--- src/rtl/wb_ledctrl_pkg.sv ---
// ledctrl_pkg: register offsets, decoded-index width and the byte-lane merge helper shared by the LED controller.
// Contents: IDX_W / reg_idx_t (word index decoded from adr[4:2]), OFF_* byte offsets, idx_of(), lane_merge().
package ledctrl_pkg;

    localparam int IDX_W = 3;

    typedef logic [IDX_W-1:0] reg_idx_t;

    localparam logic [4:0] OFF_LED       = 5'h00;
    localparam logic [4:0] OFF_PWM_EN    = 5'h04;
    localparam logic [4:0] OFF_DUTY      = 5'h08;
    localparam logic [4:0] OFF_BLINK_EN  = 5'h0C;
    localparam logic [4:0] OFF_BLINK_DIV = 5'h10;

    function automatic reg_idx_t idx_of(input logic [4:0] off);
        return off[4:2];
    endfunction

    // Bytes with a clear select bit keep their current contents.
    function automatic logic [31:0] lane_merge(input logic [31:0] cur, input logic [31:0] nxt, input logic [3:0] sel);
        logic [31:0] res;
        for (int b = 0; b < 4; b++)
            res[8*b +: 8] = sel[b] ? nxt[8*b +: 8] : cur[8*b +: 8];
        return res;
    endfunction

endpackage

--- src/rtl/wb_ledctrl_if.sv ---
// wb_ledctrl_if: Wishbone classic bus bundle between a master and the LED controller.
// Signals: adr/dat_i/sel/we/cyc/stb/cti/bte from the master; ack/err/rty/dat_o from the slave.
interface wb_ledctrl_if;

    logic [31:0] wb_adr_i;
    logic [31:0] wb_dat_i;
    logic [3:0]  wb_sel_i;
    logic        wb_we_i;
    logic        wb_cyc_i;
    logic        wb_stb_i;
    logic [2:0]  wb_cti_i;
    logic [1:0]  wb_bte_i;
    logic        wb_ack_o;
    logic        wb_err_o;
    logic        wb_rty_o;
    logic [31:0] wb_dat_o;

    modport master (
        output wb_adr_i, wb_dat_i, wb_sel_i, wb_we_i, wb_cyc_i, wb_stb_i, wb_cti_i, wb_bte_i,
        input  wb_ack_o, wb_err_o, wb_rty_o, wb_dat_o
    );

    modport slave (
        input  wb_adr_i, wb_dat_i, wb_sel_i, wb_we_i, wb_cyc_i, wb_stb_i, wb_cti_i, wb_bte_i,
        output wb_ack_o, wb_err_o, wb_rty_o, wb_dat_o
    );

endinterface

--- src/rtl/wb_ledctrl_gen.sv ---
// ledctrl_gen: free-running PWM counter and blink prescaler feeding the LED output mux.
// Ports: clk, rst (async, active high), duty, blink_div, div_clr (restart prescaler) -> pwm_on, blink_ph.
module ledctrl_gen #(
    parameter int PWM_W = 8,
    parameter int DIV_W = 24
) (
    input  logic             clk,
    input  logic             rst,
    input  logic [PWM_W-1:0] duty,
    input  logic [DIV_W-1:0] blink_div,
    input  logic             div_clr,
    output logic             pwm_on,
    output logic             blink_ph
);

    logic [PWM_W-1:0] pwm_cnt;
    logic [DIV_W-1:0] pre;

    assign pwm_on = pwm_cnt < duty;

    // A divider rewrite restarts the period without disturbing the current phase.
    always_ff @(posedge clk or posedge rst) begin
        if (rst) begin
            pwm_cnt  <= '0;
            pre      <= '0;
            blink_ph <= 1'b1;
        end else begin
            pwm_cnt <= pwm_cnt + PWM_W'(1);
            if (div_clr) begin
                pre <= '0;
            end else if (pre == blink_div) begin
                pre      <= '0;
                blink_ph <= ~blink_ph;
            end else begin
                pre <= pre + DIV_W'(1);
            end
        end
    end

endmodule

--- src/rtl/wb_ledctrl.sv ---
// wb_ledctrl: Wishbone-controlled LED driver with per-LED enable, PWM dimming and blinking.
// Ports: wb_clk, wb_rst (async, active high), wb (slave bus), led_o (registered, 1 = lit).
module wb_ledctrl
    import ledctrl_pkg::*;
#(
    parameter int NUM_LED = 8,
    parameter int PWM_W   = 8,
    parameter int DIV_W   = 24
) (
    input  logic               wb_clk,
    input  logic               wb_rst,
    wb_ledctrl_if.slave        wb,
    output logic [NUM_LED-1:0] led_o
);

    logic               req;
    logic               hit;
    logic               wr;
    reg_idx_t           idx;
    logic [NUM_LED-1:0] led_val;
    logic [NUM_LED-1:0] pwm_en;
    logic [NUM_LED-1:0] blink_en;
    logic [PWM_W-1:0]   duty;
    logic [DIV_W-1:0]   blink_div;
    logic [31:0]        rdata;
    logic               pwm_on;
    logic               blink_ph;
    logic               unused;

    assign idx  = wb.wb_adr_i[4:2];
    // Blocking on our own termination forces an idle cycle between transfers.
    assign req  = wb.wb_cyc_i & wb.wb_stb_i & ~wb.wb_ack_o & ~wb.wb_err_o;
    assign hit  = idx <= idx_of(OFF_BLINK_DIV);
    assign wr   = req & hit & wb.wb_we_i;
    assign wb.wb_rty_o = 1'b0;
    assign unused = ^{wb.wb_cti_i, wb.wb_bte_i, wb.wb_adr_i[31:5], wb.wb_adr_i[1:0]};

    always_comb begin
        rdata = idx == idx_of(OFF_LED)       ? 32'(led_val)   :
                idx == idx_of(OFF_PWM_EN)    ? 32'(pwm_en)    :
                idx == idx_of(OFF_DUTY)      ? 32'(duty)      :
                idx == idx_of(OFF_BLINK_EN)  ? 32'(blink_en)  :
                idx == idx_of(OFF_BLINK_DIV) ? 32'(blink_div) : 32'h0;
    end

    ledctrl_gen #(
        .PWM_W(PWM_W),
        .DIV_W(DIV_W)
    ) u_gen (
        .clk      (wb_clk),
        .rst      (wb_rst),
        .duty     (duty),
        .blink_div(blink_div),
        .div_clr  (wr && idx == idx_of(OFF_BLINK_DIV)),
        .pwm_on   (pwm_on),
        .blink_ph (blink_ph)
    );

    always_ff @(posedge wb_clk or posedge wb_rst) begin
        if (wb_rst) begin
            wb.wb_ack_o <= 1'b0;
            wb.wb_err_o <= 1'b0;
            wb.wb_dat_o <= '0;
            led_val     <= '0;
            pwm_en      <= '0;
            duty        <= '0;
            blink_en    <= '0;
            blink_div   <= '0;
            led_o       <= '0;
        end else begin
            wb.wb_ack_o <= req & hit;
            wb.wb_err_o <= req & ~hit;
            // Writes leave read data alone; errors return zero.
            if (req)
                wb.wb_dat_o <= hit ? (wb.wb_we_i ? wb.wb_dat_o : rdata) : 32'h0;
            if (wr && idx == idx_of(OFF_LED))
                led_val <= NUM_LED'(lane_merge(32'(led_val), wb.wb_dat_i, wb.wb_sel_i));
            if (wr && idx == idx_of(OFF_PWM_EN))
                pwm_en <= NUM_LED'(lane_merge(32'(pwm_en), wb.wb_dat_i, wb.wb_sel_i));
            if (wr && idx == idx_of(OFF_DUTY))
                duty <= PWM_W'(lane_merge(32'(duty), wb.wb_dat_i, wb.wb_sel_i));
            if (wr && idx == idx_of(OFF_BLINK_EN))
                blink_en <= NUM_LED'(lane_merge(32'(blink_en), wb.wb_dat_i, wb.wb_sel_i));
            if (wr && idx == idx_of(OFF_BLINK_DIV))
                blink_div <= DIV_W'(lane_merge(32'(blink_div), wb.wb_dat_i, wb.wb_sel_i));
            led_o <= led_val & (~pwm_en | {NUM_LED{pwm_on}}) & (~blink_en | {NUM_LED{blink_ph}});
        end
    end

endmodule
--- src/flat_wrapper.sv ---
// flat-port wrapper written by rule: the top's interface ports become plain ports
module wb_ledctrl_flat import ledctrl_pkg::*;
#(
    parameter int NUM_LED = 8,
    parameter int PWM_W   = 8,
    parameter int DIV_W   = 24
)
  (wb_clk, wb_rst, led_o, wb_wb_adr_i, wb_wb_dat_i, wb_wb_sel_i, wb_wb_we_i, wb_wb_cyc_i, wb_wb_stb_i, wb_wb_cti_i, wb_wb_bte_i, wb_wb_ack_o, wb_wb_err_o, wb_wb_rty_o, wb_wb_dat_o);
  wb_ledctrl_if wb_i ();
  input  logic wb_clk;
  input  logic wb_rst;
  output logic [NUM_LED-1:0] led_o;
  input wire logic [$bits(wb_i.wb_adr_i)-1:0] wb_wb_adr_i;
  input wire logic [$bits(wb_i.wb_dat_i)-1:0] wb_wb_dat_i;
  input wire logic [$bits(wb_i.wb_sel_i)-1:0] wb_wb_sel_i;
  input wire logic [$bits(wb_i.wb_we_i)-1:0] wb_wb_we_i;
  input wire logic [$bits(wb_i.wb_cyc_i)-1:0] wb_wb_cyc_i;
  input wire logic [$bits(wb_i.wb_stb_i)-1:0] wb_wb_stb_i;
  input wire logic [$bits(wb_i.wb_cti_i)-1:0] wb_wb_cti_i;
  input wire logic [$bits(wb_i.wb_bte_i)-1:0] wb_wb_bte_i;
  output wire logic [$bits(wb_i.wb_ack_o)-1:0] wb_wb_ack_o;
  output wire logic [$bits(wb_i.wb_err_o)-1:0] wb_wb_err_o;
  output wire logic [$bits(wb_i.wb_rty_o)-1:0] wb_wb_rty_o;
  output wire logic [$bits(wb_i.wb_dat_o)-1:0] wb_wb_dat_o;
  assign wb_i.wb_adr_i = wb_wb_adr_i;
  assign wb_i.wb_dat_i = wb_wb_dat_i;
  assign wb_i.wb_sel_i = wb_wb_sel_i;
  assign wb_i.wb_we_i = wb_wb_we_i;
  assign wb_i.wb_cyc_i = wb_wb_cyc_i;
  assign wb_i.wb_stb_i = wb_wb_stb_i;
  assign wb_i.wb_cti_i = wb_wb_cti_i;
  assign wb_i.wb_bte_i = wb_wb_bte_i;
  assign wb_wb_ack_o = wb_i.wb_ack_o;
  assign wb_wb_err_o = wb_i.wb_err_o;
  assign wb_wb_rty_o = wb_i.wb_rty_o;
  assign wb_wb_dat_o = wb_i.wb_dat_o;
  wb_ledctrl #(.NUM_LED(NUM_LED), .PWM_W(PWM_W), .DIV_W(DIV_W)) u_core (.wb_clk(wb_clk), .wb_rst(wb_rst), .wb(wb_i), .led_o(led_o));
endmodule
--- config.mk ---
export PLATFORM = sky130hd
export DESIGN_NAME = wb_ledctrl_flat
export DESIGN_NICKNAME = d
export VERILOG_FILES = /design/src/rtl/wb_ledctrl_pkg.sv /design/src/rtl/wb_ledctrl_if.sv /design/src/rtl/wb_ledctrl_gen.sv /design/src/rtl/wb_ledctrl.sv /design/src/flat_wrapper.sv
export SDC_FILE = /design/constraint.sdc
export NUM_CORES = 1
export LEC_CHECK = 0
export CAP_MARGIN = 20
export CORE_MARGIN = 2
export CORE_UTILIZATION = 51
export DETAILED_ROUTE_END_ITERATION = 6
export PLACE_DENSITY_LB_ADDON = 0.05
export SYNTH_ARGS = -nofsm -noshare
export SYNTH_HDL_FRONTEND = slang
export SYNTH_SLANG_ARGS = --single-unit
--- constraint.sdc ---
create_clock -name wb_clk -period 5.1 [get_ports wb_clk]
set_clock_uncertainty 0.1 [all_clocks]
set_input_delay 0.51 -clock wb_clk [delete_from_list [all_inputs] [get_ports wb_clk]]
set_output_delay 0.51 -clock wb_clk [all_outputs]
set_load 0.03 [all_outputs]
## Yosys cells after proc, flatten, opt, wreduce, memory -nomap -nowiden

Cells that the tools add are included.

| operators by class | value |
|---|---|
| muxes and demuxes | 9 |
| add/subtract/negate cells | 2 |
| reduce and logical (&&, ||, !) cells | 15 |
| order comparisons | 2 |
| eq/ne operators | 6 |
| bitwise operators | 17 |

Operators with widths:

| cell | number |
|---|---|
| 32-bit two-way mux | 6 |
| 24-bit two-way mux | 3 |
| 24-bit by 1-bit adder with 24-bit output (second input constant) | 1 |
| 24-bit equality test | 1 |
| 2-bit AND reduction | 9 |
| 8-bit bitwise AND | 2 |
| 8-bit inverter | 2 |
| 8-bit bitwise OR | 2 |
| 8-bit by 1-bit adder with 8-bit output (second input constant) | 1 |
| 8-bit less-than comparator | 1 |
| 1-bit bitwise AND | 6 |
| 3-bit by 2-bit equality test with 1-bit output (second input constant) | 2 |
| 1-bit logical AND | 5 |
| 1-bit inverter | 5 |
| 3-bit by 1-bit equality test with 1-bit output (second input constant) | 1 |
| 3-bit equality test (second input constant) | 1 |
| 3-bit less-or-equal comparator (second input constant) | 1 |
| 3-bit logical NOT | 1 |
| 2-bit != test (second input constant) | 1 |

| storage, ports and cells | value |
|---|---|
| output and inout port bits | 43 |
| word-level logic and storage cells | 65 |
| register bits after elaboration | 131 |
| bits of input ports | 78 |

## Longest topological paths before layout

Gate-level depths: netlist of run 1.

| depth | value |
|---|---|
| depth in word-level cells | 8 |
| mapped depth | 7 |
| gate-level depth less buffers | 7 |

## Cells and area by module

A second synthesis of run 1 with hierarchy kept.

| second synthesis, totals | value |
|---|---|
| cell total of the unflattened synthesis | 504 |
| area total of the unflattened synthesis | 6080.8 sq um |

Modules (own cells, without submodules):

| module | sequential area each (sq um) | instances | cells each | area an instance (sq um) |
|---|---|---|---|---|
| wb_ledctrl | 2252.2 | 1 | 308 | 4080.2 |
| ledctrl_gen | 827.0 | 1 | 196 | 2000.7 |

## Least setup slack after synthesis of run 1

No wires, ideal clock.

| timing path | value |
|---|---|
| path kind | input to register |
| start point | input wb_wb_adr_i[2] |
| end point | register u_core.led_val[0] |
| stages | 5 |
| required time | 4.875 ns |
| arrival | 1.781 ns |
| setup time | 0.125 ns |
| path slack | 3.094 ns |
| buffers on the path | 2 |
| cells stage by stage | buf_4 > or3_1 > clkbuf_1 > nor2_2 > mux2_2 |

| between the ends | value |
|---|---|
| cells in the longest elaborated chain, start to end | 5 |
| elaborated cells between the ends (all ways) | 6 |
| those cells by class | order compare: 1; bitwise: 2; reduce/logical: 3 |

RTL lines:

| what | RTL line | source |
|---|---|---|
| from (decl) | flat_wrapper.sv:13 | `input wire logic [$bits(wb_i.wb_adr_i)-1:0] wb_wb_adr_i;` |
| 3-bit less-or-equal comparator | wb_ledctrl.sv:33 | `assign hit = idx <= idx_of(OFF_BLINK_DIV);` |
| 1-bit bitwise AND (2 in a row) | wb_ledctrl.sv:34 | `assign wr = req & hit & wb.wb_we_i;` |
| 1-bit logical AND * | wb_ledctrl.sv:76 | `if (wr && idx == idx_of(OFF_LED))` |
| 2-bit AND reduction (no line) * | - |  |
| to (signal assigned) | wb_ledctrl.sv:77 | `led_val <= NUM_LED'(lane_merge(32'(led_val), wb.wb_dat_i, wb.wb_sel_i));` |
| to (decl) | wb_ledctrl.sv:20 | `logic [NUM_LED-1:0] led_val;` |

Mark *: on every way between the ends. The rest lies on a longest branch, timed or not.
A chain may end at the register's enable or synchronous reset.

## Worst setup path after layout of run 1

| timing path | value |
|---|---|
| start point | input wb_wb_adr_i[4] |
| end point | register u_core.u_gen.pre[19] |

| between the ends | value |
|---|---|
| cells in the longest elaborated chain, start to end | 5 |
| elaborated cells between the ends (all ways) | 6 |
| those cells by class | order compare: 1; eq/ne: 1; mux: 1; bitwise: 2; reduce/logical: 1 |

RTL lines:

| what | RTL line | source |
|---|---|---|
| 3-bit less-or-equal comparator | wb_ledctrl.sv:33 |  |
| 1-bit bitwise AND (2 in a row) | wb_ledctrl.sv:34 |  |
| 1-bit logical AND * | wb_ledctrl.sv:54 | `.div_clr (wr && idx == idx_of(OFF_BLINK_DIV)),` |
| 24-bit two-way mux * | wb_ledctrl_gen.sv:29 | `if (div_clr) begin` |
| to (signal assigned) | wb_ledctrl_gen.sv:35 | `pre <= pre + DIV_W'(1);` |
| to (decl) | wb_ledctrl_gen.sv:17 | `logic [DIV_W-1:0] pre;` |

Marks and branches as above.

==> out/qor.txt, run 1 <==
Yosys cell types - 47
Worst R2R Setup Slack - 2.64 ns
WP data arrival - 2.80 ns
Placed cell area - 6595 µm²
Gpl congestion - 0.8343
Worst Setup EP - u_core.u_gen.pre[19]$_DFF_PP0_
Crit path kind - in -> reg
Overflow after GRT - 0
Reg2reg start - u_core.u_gen.pre[0]$_DFF_PP0_
Remaining antenna violation count - 0
Top post-synthesis cells by area - dfrtp_1, mux2_2, xor2_1, nand2_1, xnor2_1
Crit path launch type - primary input
VDD IR-drop max - 0.2427 mV
Worst hold path type - in -> async
Final HPWL DP - 9.407 mm
DR vias/cell - 5.249
GR Util All Layers - 23.28%
WL/cell - 16.72 µm
Worst slew margin - 34.84%
Post-synthesis sequential area ratio - 52.92%
CTS clock-pin slew for the worst setup and hold paths - 0.05 ns
Mean Syn Cell Area - 10.54 µm²
Setup-failing EPs final - 0
Fin crit share - 51.87%
Die area - 12,280 µm²
Initial Util - 51.62%
Synth area leader - dfrtp_1
CTS sink count - 123
YS warnings - 0
Root Buffer Master - clkbuf_16
Unrepaired setup endpoints after global routing - false
Final Cell Area - 7204 µm²
Fin crit period - 2.645 ns
Nets@finish - 710
Total of max-cap violations - 0
Setup tns final - 0 ns
Vias - 4,089
CTS tree - done
Initial DRC count - 154
Cell Pwr Density - 392.5 nW/µm²
Boundary Pins - 121
CP required - 5.25 ns
Die Y-Extent - 110.8 µm
Setup crit start - wb_wb_adr_i[4]
Die X - 110.8 µm
Switch Pwr - 0.7614 mW
Largest net degree at the start of global routing - 48
Most frequent cell after synthesis - dfrtp_1
Fin. Hold Viols - 0
Switching fraction of total power - 26.93%
Clock Path Buffers - 2
Area share of the largest cell type after synthesis - 52.47%
Clock Latency Late Sink - 0.42 ns
First-pass GRT wire length - 22.14 mm
Number of H-tree levels - 4
Slew Limit Fails - 0
Fill cells - 953
P_int - 2.066 mW
Post-cts repair resize count - 0
P&R area growth vs syn - 23.83%
Clock power frac - 41.5%
Multi-input gate area - 2526 µm²
Register area - 3079 µm²
DRC viols - 0
R2R depth - 5
Vias in the first global route - 4,098
Status - finished, final reports clean
Max Clk Rate - 378.1 MHz
Slew @ Worst Pin - 0.9767 ns
Rows - 39
Ratio of cells with drive above 1 in the final layout - 14.78%
Async SR Flop Fraction - 100.0%
Diodes inserted - 0
Post-synth top cells - dfrtp_1, nand2_1, nor2_1, mux2_2
Initial antenna violation count - 0
Post-CTS setup buffers - 0
Post-Place Worst Slack - 1.957 ns
Seq pwr share - 42.9%
CTS Hold Bufs - 0
Syn Inst Count - 552
Final WL - 13.03 mm
Util after Layout - 63.91%
Cts bufs inserted - 17
PortBufs - 68
Post-synth EDFFs - 0
Synth Flop Type - dfrtp_1
CP Capture Type - flip-flop
Lkg Pwr - 3.378 nW
Mapped Area - 5818 µm²
Number of synthesized register bits - 123
CP Max Fanout - 24
Core area - 11,270 µm²
DRT Pass-1 Iters - 4
Worst r2r dst - u_core.u_gen.pre[19]$_DFF_PP0_
Worst setup margin - 2.455 ns
Gate power share - 15.6%
==> state kept, by name, summed over array words and instances (netlist names) <==
signal	cells
u_core.blink_en	8
u_core.blink_div	24
u_core.led_o	8
u_core.duty	8
u_core.led_val	8
u_core.u_gen.blink_ph	1
u_core.u_gen.pwm_cnt	8
u_core.u_gen.pre	24
u_core.wb.wb_err_o	1
u_core.pwm_en	8
u_core.wb.wb_dat_o	24
u_core.wb.wb_ack_o	1
==> layout by cell type (no fill, tap or decap), types with 6 or more instances in the layout <==
| cell | instances |
|---|---|
| dfrtp_1 | 122 |
| nand2_1 | 69 |
| clkdlybuf4s50_1 | 68 |
| nor2_1 | 44 |
| mux2_2 | 43 |
| o21ai_0 | 32 |
| xor2_1 | 32 |
| inv_1 | 20 |
| nand3_1 | 20 |
| xnor2_1 | 20 |
| a21oi_1 | 17 |
| clkbuf_16 | 17 |
| nand2b_1 | 11 |
| ha_1 | 9 |
| conb_1 | 9 |
| mux2i_1 | 8 |
| a31oi_1 | 8 |
| nor4_1 | 8 |
| o22ai_1 | 7 |
| a22o_1 | 7 |
| nor3_1 | 7 |
| clkinv_2 | 6 |
| buf_4 | 6 |
==> critical path, cell delays in order <==
cell and delay (ns):
clkdlybuf4s50_1 0.83, nor3b_2 0.26, buf_4 0.25, and3_1 0.33, o21bai_2 0.46, nor2_1 0.15
==> stage by stage <==
stage                     std cells  total power, mW  hold WS (ns)
after global placement          746            1.655        0.3492
after floorplan                 560            1.505        0.3278
after global routing            779            2.964        0.4059
final                           779            2.828        0.3739
after detailed placement        746            1.670        0.3634
after CTS                       778            2.853        0.3719
==> layer usage <==
metal  share of wire, %  track usage (%)  wire (µm)
met3                5.0            6.342        656
met2                 44            32.88       5785
met4                1.4            8.167        182
met1                 49            34.67       6401
met5                  0                0          0
==> power groups by stage <==
stage	combinational (mW)	sequential [mW]	clock [mW]
finish	0.441	1.21	1.17
global route	0.496	1.23	1.24
CTS	0.445	1.21	1.20
detailed placement	0.441	1.23	0
global placement	0.432	1.22	0
floorplan	0.278	1.23	0
==> worst min path at each step <==
stage                                                  from                                 end  slack (ns)  depth (start not counted)
after floorplan           u_core.u_gen.pwm_cnt[0]$_DFF_PP0_   u_core.u_gen.pwm_cnt[0]$_DFF_PP0_        0.33                          1
after global placement    u_core.u_gen.pwm_cnt[0]$_DFF_PP0_   u_core.u_gen.pwm_cnt[0]$_DFF_PP0_        0.35                          1
after detailed placement  u_core.u_gen.pwm_cnt[0]$_DFF_PP0_   u_core.u_gen.pwm_cnt[0]$_DFF_PP0_        0.36                          1
after CTS                 u_core.u_gen.pwm_cnt[0]$_DFF_PP0_   u_core.u_gen.pwm_cnt[0]$_DFF_PP0_        0.37                          1
after global routing           u_core.pwm_en[1]$_DFFE_PP0P_           u_core.led_o[1]$_DFF_PP0_        0.41                          1
final                                                wb_rst  u_core.wb.wb_dat_o[18]$_DFFE_PP0P_        0.37                          2
==> logic make-up (layout without fill, tap and decap cells) <==
kind of cell	after synthesis	count (layout)	synth area share, %
simple gates	184	184	15.40
mux	51	51	9.699
xor+xnor	52	52	7.828
flops	123	123	52.92
buf+inv	53	129	4.172
compound gates	79	79	7.978
fa+ha+maj	9	9	1.936
other cells	1	9	0.06445
==> final cells by class <==
type                       instances  share of cell area [%]
inverter                          22                   1.181
clock inverter                     8                   1.250
clock buffer                      24                   6.825
multi-input combinational        384                   35.06
timing repair buffer              75                   10.46
tap                              143                   2.484
sequential                       123                   42.74
(Power assumes the default switching activity.)
==> inputs of run 2 (changes only) <==
CORE_UTILIZATION = 46   (was 51)
clock period = 2.2 ns   (was 5.1 ns; I/O delays follow)
==> out/qor.txt, run 2 (same netlist as run 1, synthesis figures left out) <==
Core area - 12,470 µm² (+11%)
Diodes inserted - 0 (unchanged)
Fin crit period - 2.004 ns
Final HPWL DP - 9.776 mm (+3.9%)
PortBufs - 68 (unchanged)
Worst Setup EP - u_core.led_o[0]$_DFF_PP0_
Root Buffer Master - clkbuf_16
Final Cell Area - 7343 µm² (+1.9%)
Largest net degree at the start of global routing - 69 (+44%)
Placed cell area - 6788 µm² (+2.9%)
Clock Latency Late Sink - 0.41 ns (about the same)
CTS clock-pin slew for the worst setup and hold paths - 0.05 ns (about the same)
CP Max Fanout - 8 (-67%)
Cts bufs inserted - 17 (unchanged)
R2R depth - 6 (+1)
Vias in the first global route - 4,020 (-1.9%)
Gpl congestion - 0.8391 (+0.58%)
Setup-failing EPs final - 0 (unchanged)
Cell Pwr Density - 886.2 nW/µm² (+130%)
Lkg Pwr - 3.421 nW (+1.3%)
Most frequent cells in the layout - dfrtp_1, nand2_1, clkdlybuf4s50_1
Initial Util - 46.67% (-4.9 points)
CTS Hold Bufs - 0 (unchanged)
Fin. Hold Viols - 0 (unchanged)
Worst slew margin - 53.95% (+19 points)
Initial DRC count - 209 (+36%)
Die Y-Extent - 116.5 µm (+5.1%)
Slew @ Worst Pin - 0.6862 ns (-0.2905 ns)
Worst hold path type - in -> async
Unrepaired setup endpoints after global routing - false
CTS tree - done
WL/cell - 16.09 µm (-3.8%)
Setup crit start - u_core.u_gen.pwm_cnt[4]$_DFF_PP0_
First-pass GRT wire length - 21.63 mm (-2.3%)
Final WL - 13.21 mm (+1.4%)
Status - finished, final reports clean
Rows - 41 (+5.1%)
VDD IR-drop max - 0.4763 mV (+96%)
Slew Limit Fails - 0 (unchanged)
DRT Pass-1 Iters - 4 (unchanged)
Post-cts repair resize count - 0 (unchanged)
Setup tns final - 0 ns (unchanged)
Die X - 116.5 µm (+5.1%)
Reg2reg start - u_core.u_gen.pwm_cnt[4]$_DFF_PP0_
CP required - 2.40 ns (-2.85 ns)
Worst r2r dst - u_core.led_o[0]$_DFF_PP0_
Clock Path Buffers - 2 (unchanged)
Most common cell after layout, fill and taps aside - dfrtp_1
Critical Path, Cell by Cell - ha_1, a21o_1, a21o_1, a21oi_1, o21ai_1, a31oi_1
Nets@finish - 723 (+1.8%)
Worst R2R Setup Slack - 0.20 ns (-2.44 ns)
Initial antenna violation count - 0 (unchanged)
Crit path kind - reg -> reg
Largest registers - u_core.blink_div: 24 flops, u_core.u_gen.pre: 24 flops, u_core.wb.wb_dat_o: 24 flops
Finished Layout Cells - 821 (+5.4%)
CTS sink count - 123 (unchanged)
Slowest-stage cell, CP - dfrtp_1
Crit path launch type - flip-flop
P&R area growth vs syn - 26.22%
Total of max-cap violations - 0 (unchanged)
GR Util All Layers - 21.40% (-1.9 points)
Max Clk Rate - 499.0 MHz
DRC viols - 0 (unchanged)
Boundary Pins - 121 (unchanged)
Overflow after GRT - 0 (unchanged)
CP most frequent cell - a21o_1
Inst Count DP - 789 (+5.8%)
WP data arrival - 2.21 ns (-0.59 ns)
Vias - 4,134 (+1.1%)
Post-CTS setup buffers - 0 (unchanged)
Remaining antenna violation count - 0 (unchanged)
Worst path max stage delay - 0.43 ns (-0.40 ns)
CP Capture Type - flip-flop
Number of H-tree levels - 4 (unchanged)
Die area - 13,560 µm² (+10%)
DR vias/cell - 5.035 (-4.1%)
Ratio of cells with drive above 1 in the final layout - 16.18% (+1.4 points)
Fin crit share - 91.09%
run 2: changes by cell type in the layout (fill, tap and decap cells not counted):
cell	delta
buf_12	+4
buf_16	-1
buf_4	+10
clkbuf_1	+2
clkbuf_8	-3
clkinvlp_4	+2
inv_4	-1
run 2: cell type report:
| type | count | area (µm²) |
|---|---|---|
| clock inverter | 9 | 97.59 |
| sequential | 123 | 3079 |
| tap | 172 | 215.2 |
| clock buffer | 23 | 457.9 |
| inverter | 22 | 86.33 |
| fill | 1071 | 5122 |
| multi-input combinational | 384 | 2526 |
| timing repair buffer | 88 | 880.8 |
run 2: how the worst min path moves through the flow:
stage	end	from	depth (start not counted)
after floorplan	u_core.duty[1]$_DFFE_PP0P_	wb_wb_dat_i[1]	2
after global placement	u_core.wb.wb_dat_o[21]$_DFFE_PP0P_	u_core.wb.wb_dat_o[21]$_DFFE_PP0P_	2
after detailed placement	u_core.u_gen.pwm_cnt[0]$_DFF_PP0_	u_core.u_gen.pwm_cnt[0]$_DFF_PP0_	1
after CTS	u_core.wb.wb_dat_o[18]$_DFFE_PP0P_	wb_rst	2
after global routing	u_core.wb.wb_dat_o[18]$_DFFE_PP0P_	wb_rst	2
final	u_core.wb.wb_dat_o[18]$_DFFE_PP0P_	wb_rst	2
run 2: metal layers:
| metal | vias up | share of wire [%] | track usage (%) |
|---|---|---|---|
| li1 | 2046 | - | - |
| met1 | 1984 | 52 | 33.16 |
| met2 | 83 | 42 | 28.80 |
| met3 | 21 | 3.7 | 4.152 |
| met4 | 0 | 2.5 | 9.603 |
| met5 | - | 0 | 0 |
run 2: worst max-delay path: cells and delay by family (launching register included):
kind	cells	cell delay, ns
compound gates	5	1.05
flops	1	0.43
fa+ha+maj	1	0.33
run 2: power breakdown:
group	switching, mW	leakage [nW]	internal, mW
Sequential	0.274	1.61	2.54
Combinational	0.555	1.54	0.499
Clock	0.961	0.274	1.68
run 2: stage by stage:
| step | worst slack (ns) | utilization [%] | hold WS [ns] | total power [mW] |
|---|---|---|---|---|
| finish | 0.1961 | 58.91 | 0.02505 | 6.508 |
| global route | 0.02187 | 58.91 | 0.04084 | 6.835 |
| CTS | 0.1846 | 58.91 | 0.02050 | 6.566 |
| detailed placement | 0.05824 | 54.45 | 0.3716 | 3.907 |
| global placement | 0.07340 | 54.45 | 0.3609 | 3.879 |
| floorplan | 0.2264 | - | 0.2368 | 3.489 |
==> inputs of run 3 (changes only) <==
CELL_PAD_IN_SITES_DETAIL_PLACEMENT = 1   (was unset)
CELL_PAD_IN_SITES_GLOBAL_PLACEMENT = 1   (was unset)
CORE_MARGIN = unset   (was 2)
CORE_UTILIZATION = 44   (was 46)
DONT_BUFFER_PORTS = 1   (was unset)
==> out/qor.txt, run 3 (same netlist as run 1, synthesis figures left out) <==
DRC viols - 0 (unchanged)
CP Capture Type - flip-flop
Worst hold path type - in -> reg
Vias - 4,087 (-1.1%)
Worst Setup EP - u_core.led_o[7]$_DFF_PP0_
Placed cell area - 6065 µm² (-11%)
Most frequent cells in the layout - dfrtp_1, nand2_1, nor2_1
Crit path kind - reg -> reg
Most common cell after layout, fill and taps aside - dfrtp_1
R2R depth - 6 (unchanged)
Largest net degree at the start of global routing - 48 (-30%)
Initial antenna violation count - 0 (unchanged)
Diodes inserted - 0 (unchanged)
Slew @ Worst Pin - 0.7660 ns (+0.07988 ns)
Die Y-Extent - 117.0 µm (+0.45%)
First-pass GRT wire length - 23.36 mm (+8.0%)
Reg2reg start - u_core.u_gen.pwm_cnt[4]$_DFF_PP0_
Setup crit start - u_core.u_gen.pwm_cnt[4]$_DFF_PP0_
Initial Util - 45.55% (-1.1 points)
Final WL - 14.69 mm (+11%)
Fin crit share - 94.66% (+3.6 points)
Met1 Use GR - 33.37% (+0.20 points)
VDD IR-drop max - 0.3919 mV (-18%)
Worst r2r dst - u_core.led_o[7]$_DFF_PP0_
Max Clk Rate - 480.2 MHz (-3.8%)
Largest registers - u_core.blink_div: 24 flops, u_core.u_gen.pre: 24 flops, u_core.wb.wb_dat_o: 24 flops
DRT Pass-1 Iters - 4 (unchanged)
Gpl congestion - 0.7546 (-10%)
Worst R2R Setup Slack - 0.12 ns (-0.08 ns)
WL/cell - 18.85 µm (+17%)
Setup tns final - 0 ns (unchanged)
Crit path launch type - flip-flop
CTS clock-pin slew for the worst setup and hold paths - 0.06 ns (about the same)
Initial DRC count - 210 (+0.48%)
CP required - 2.40 ns (about the same)
Worst slew margin - 48.59% (-5.4 points)
Final Cell Area - 6917 µm² (-5.8%)
DR vias/cell - 5.246 (+4.2%)
Total of max-cap violations - 0 (unchanged)
CTS tree - done
PortBufs - 0 (-100%)
Overflow after GRT - 0 (unchanged)
Clock Path Buffers - 2 (unchanged)
Slew Limit Fails - 0 (unchanged)
Fin crit period - 2.083 ns (+0.07871 ns)
Rows - 41 (unchanged)
Ratio of cells with drive above 1 in the final layout - 16.97% (+0.79 points)
Setup-failing EPs final - 0 (unchanged)
Met3 GRT Util - 4.943% (+0.79 points)
Lkg Pwr - 3.276 nW (-4.2%)
CP Max Fanout - 8 (unchanged)
Remaining antenna violation count - 0 (unchanged)
Cell Pwr Density - 926.5 nW/µm² (+4.5%)
Root Buffer Master - clkbuf_16
Clock Latency Late Sink - 0.41 ns (about the same)
Die area - 13,690 µm² (+0.90%)
P&R area growth vs syn - 18.88%
Core area - 12,770 µm² (+2.5%)
Fin. Hold Viols - 0 (unchanged)
Boundary Pins - 121 (unchanged)
Unrepaired setup endpoints after global routing - false
Gr busiest metal - met2
Die X - 117.0 µm (+0.45%)
CTS sink count - 123 (unchanged)
Final HPWL DP - 10.47 mm (+7.1%)
Met2 usage in global routing - 34.91% (+6.1 points)
Number of H-tree levels - 4 (unchanged)
Cts bufs inserted - 17 (unchanged)
Status - finished, final reports clean
Vias in the first global route - 4,236 (+5.4%)
WP data arrival - 2.29 ns (+0.08 ns)
GR Util All Layers - 23.32% (+1.9 points)
Nets@finish - 681 (-5.8%)
[run 3: critical path, stage by stage (launching register included)]
cell     delay, ns
dfrtp_1       0.42
ha_1          0.34
a21o_1        0.18
a21o_1        0.16
a21oi_1       0.14
o21ai_1       0.28
a31oi_1       0.34
[run 3: repair_timing]
item | CTS | global route
endpoints found under the setup margin | 0 | 2
buffers inserted | 0 | 2
hold buffers | 28 | 0
gates resized for setup | 0 | 1
hold endpoints to repair | 84 | 0
[run 3: per-layer routing]
layer	vias to the layer above	part of all wire (%)
met1	2044	49
met4	0	1.4
met3	16	4.7
met2	75	45
met5	-	0
li1	1952	-
[run 3: power breakdown]
part	internal, mW	switching [mW]	total [mW]
Combinational	0.403	0.447	0.850
Clock	1.69	0.945	2.63
Sequential	2.54	0.388	2.93
Total	4.63	1.78	6.41
[run 3: final cells by class]
cell class / instances / area (µm²)
fill: 1371 / 5857
sequential: 123 / 3080
multi-input combinational: 384 / 2526
clock buffer: 24 / 461.7
timing repair buffer: 46 / 452.9
tap: 172 / 215.2
clock inverter: 8 / 93.84
inverter: 22 / 86.33
[run 3: worst min path at each step]
stage	cells after the start	end	start	slack, ns
global placement	1	u_core.wb.wb_dat_o[16]$_DFFE_PP0P_	wb_rst	0.13
CTS	2	u_core.wb.wb_err_o$_DFF_PP0_	wb_wb_adr_i[3]	0.002
finish	2	u_core.wb.wb_dat_o[7]$_DFFE_PP0P_	wb_wb_adr_i[3]	0.008
global route	2	u_core.wb.wb_dat_o[2]$_DFFE_PP0P_	wb_wb_adr_i[3]	0.007
detailed placement	1	u_core.wb.wb_dat_o[12]$_DFFE_PP0P_	wb_rst	0.14
floorplan	2	u_core.duty[1]$_DFFE_PP0P_	wb_wb_dat_i[1]	0.24
[run 3: stage by stage]
| stage | worst slack, ns | hold slack, ns | util, % | total power [mW] | instances |
|---|---|---|---|---|---|
| floorplan | 0.2264 | 0.2368 | - | 3.489 | 560 |
| global placement | 0.1962 | 0.1253 | 47.48 | 3.706 | 717 |
| detailed placement | 0.1550 | 0.1362 | 47.48 | 3.753 | 717 |
| CTS | 0.1058 | 0.001575 | 54.02 | 6.458 | 777 |
| global route | 0.01492 | 0.006544 | 54.15 | 6.718 | 779 |
| finish | 0.1174 | 0.007960 | 54.15 | 6.408 | 779 |
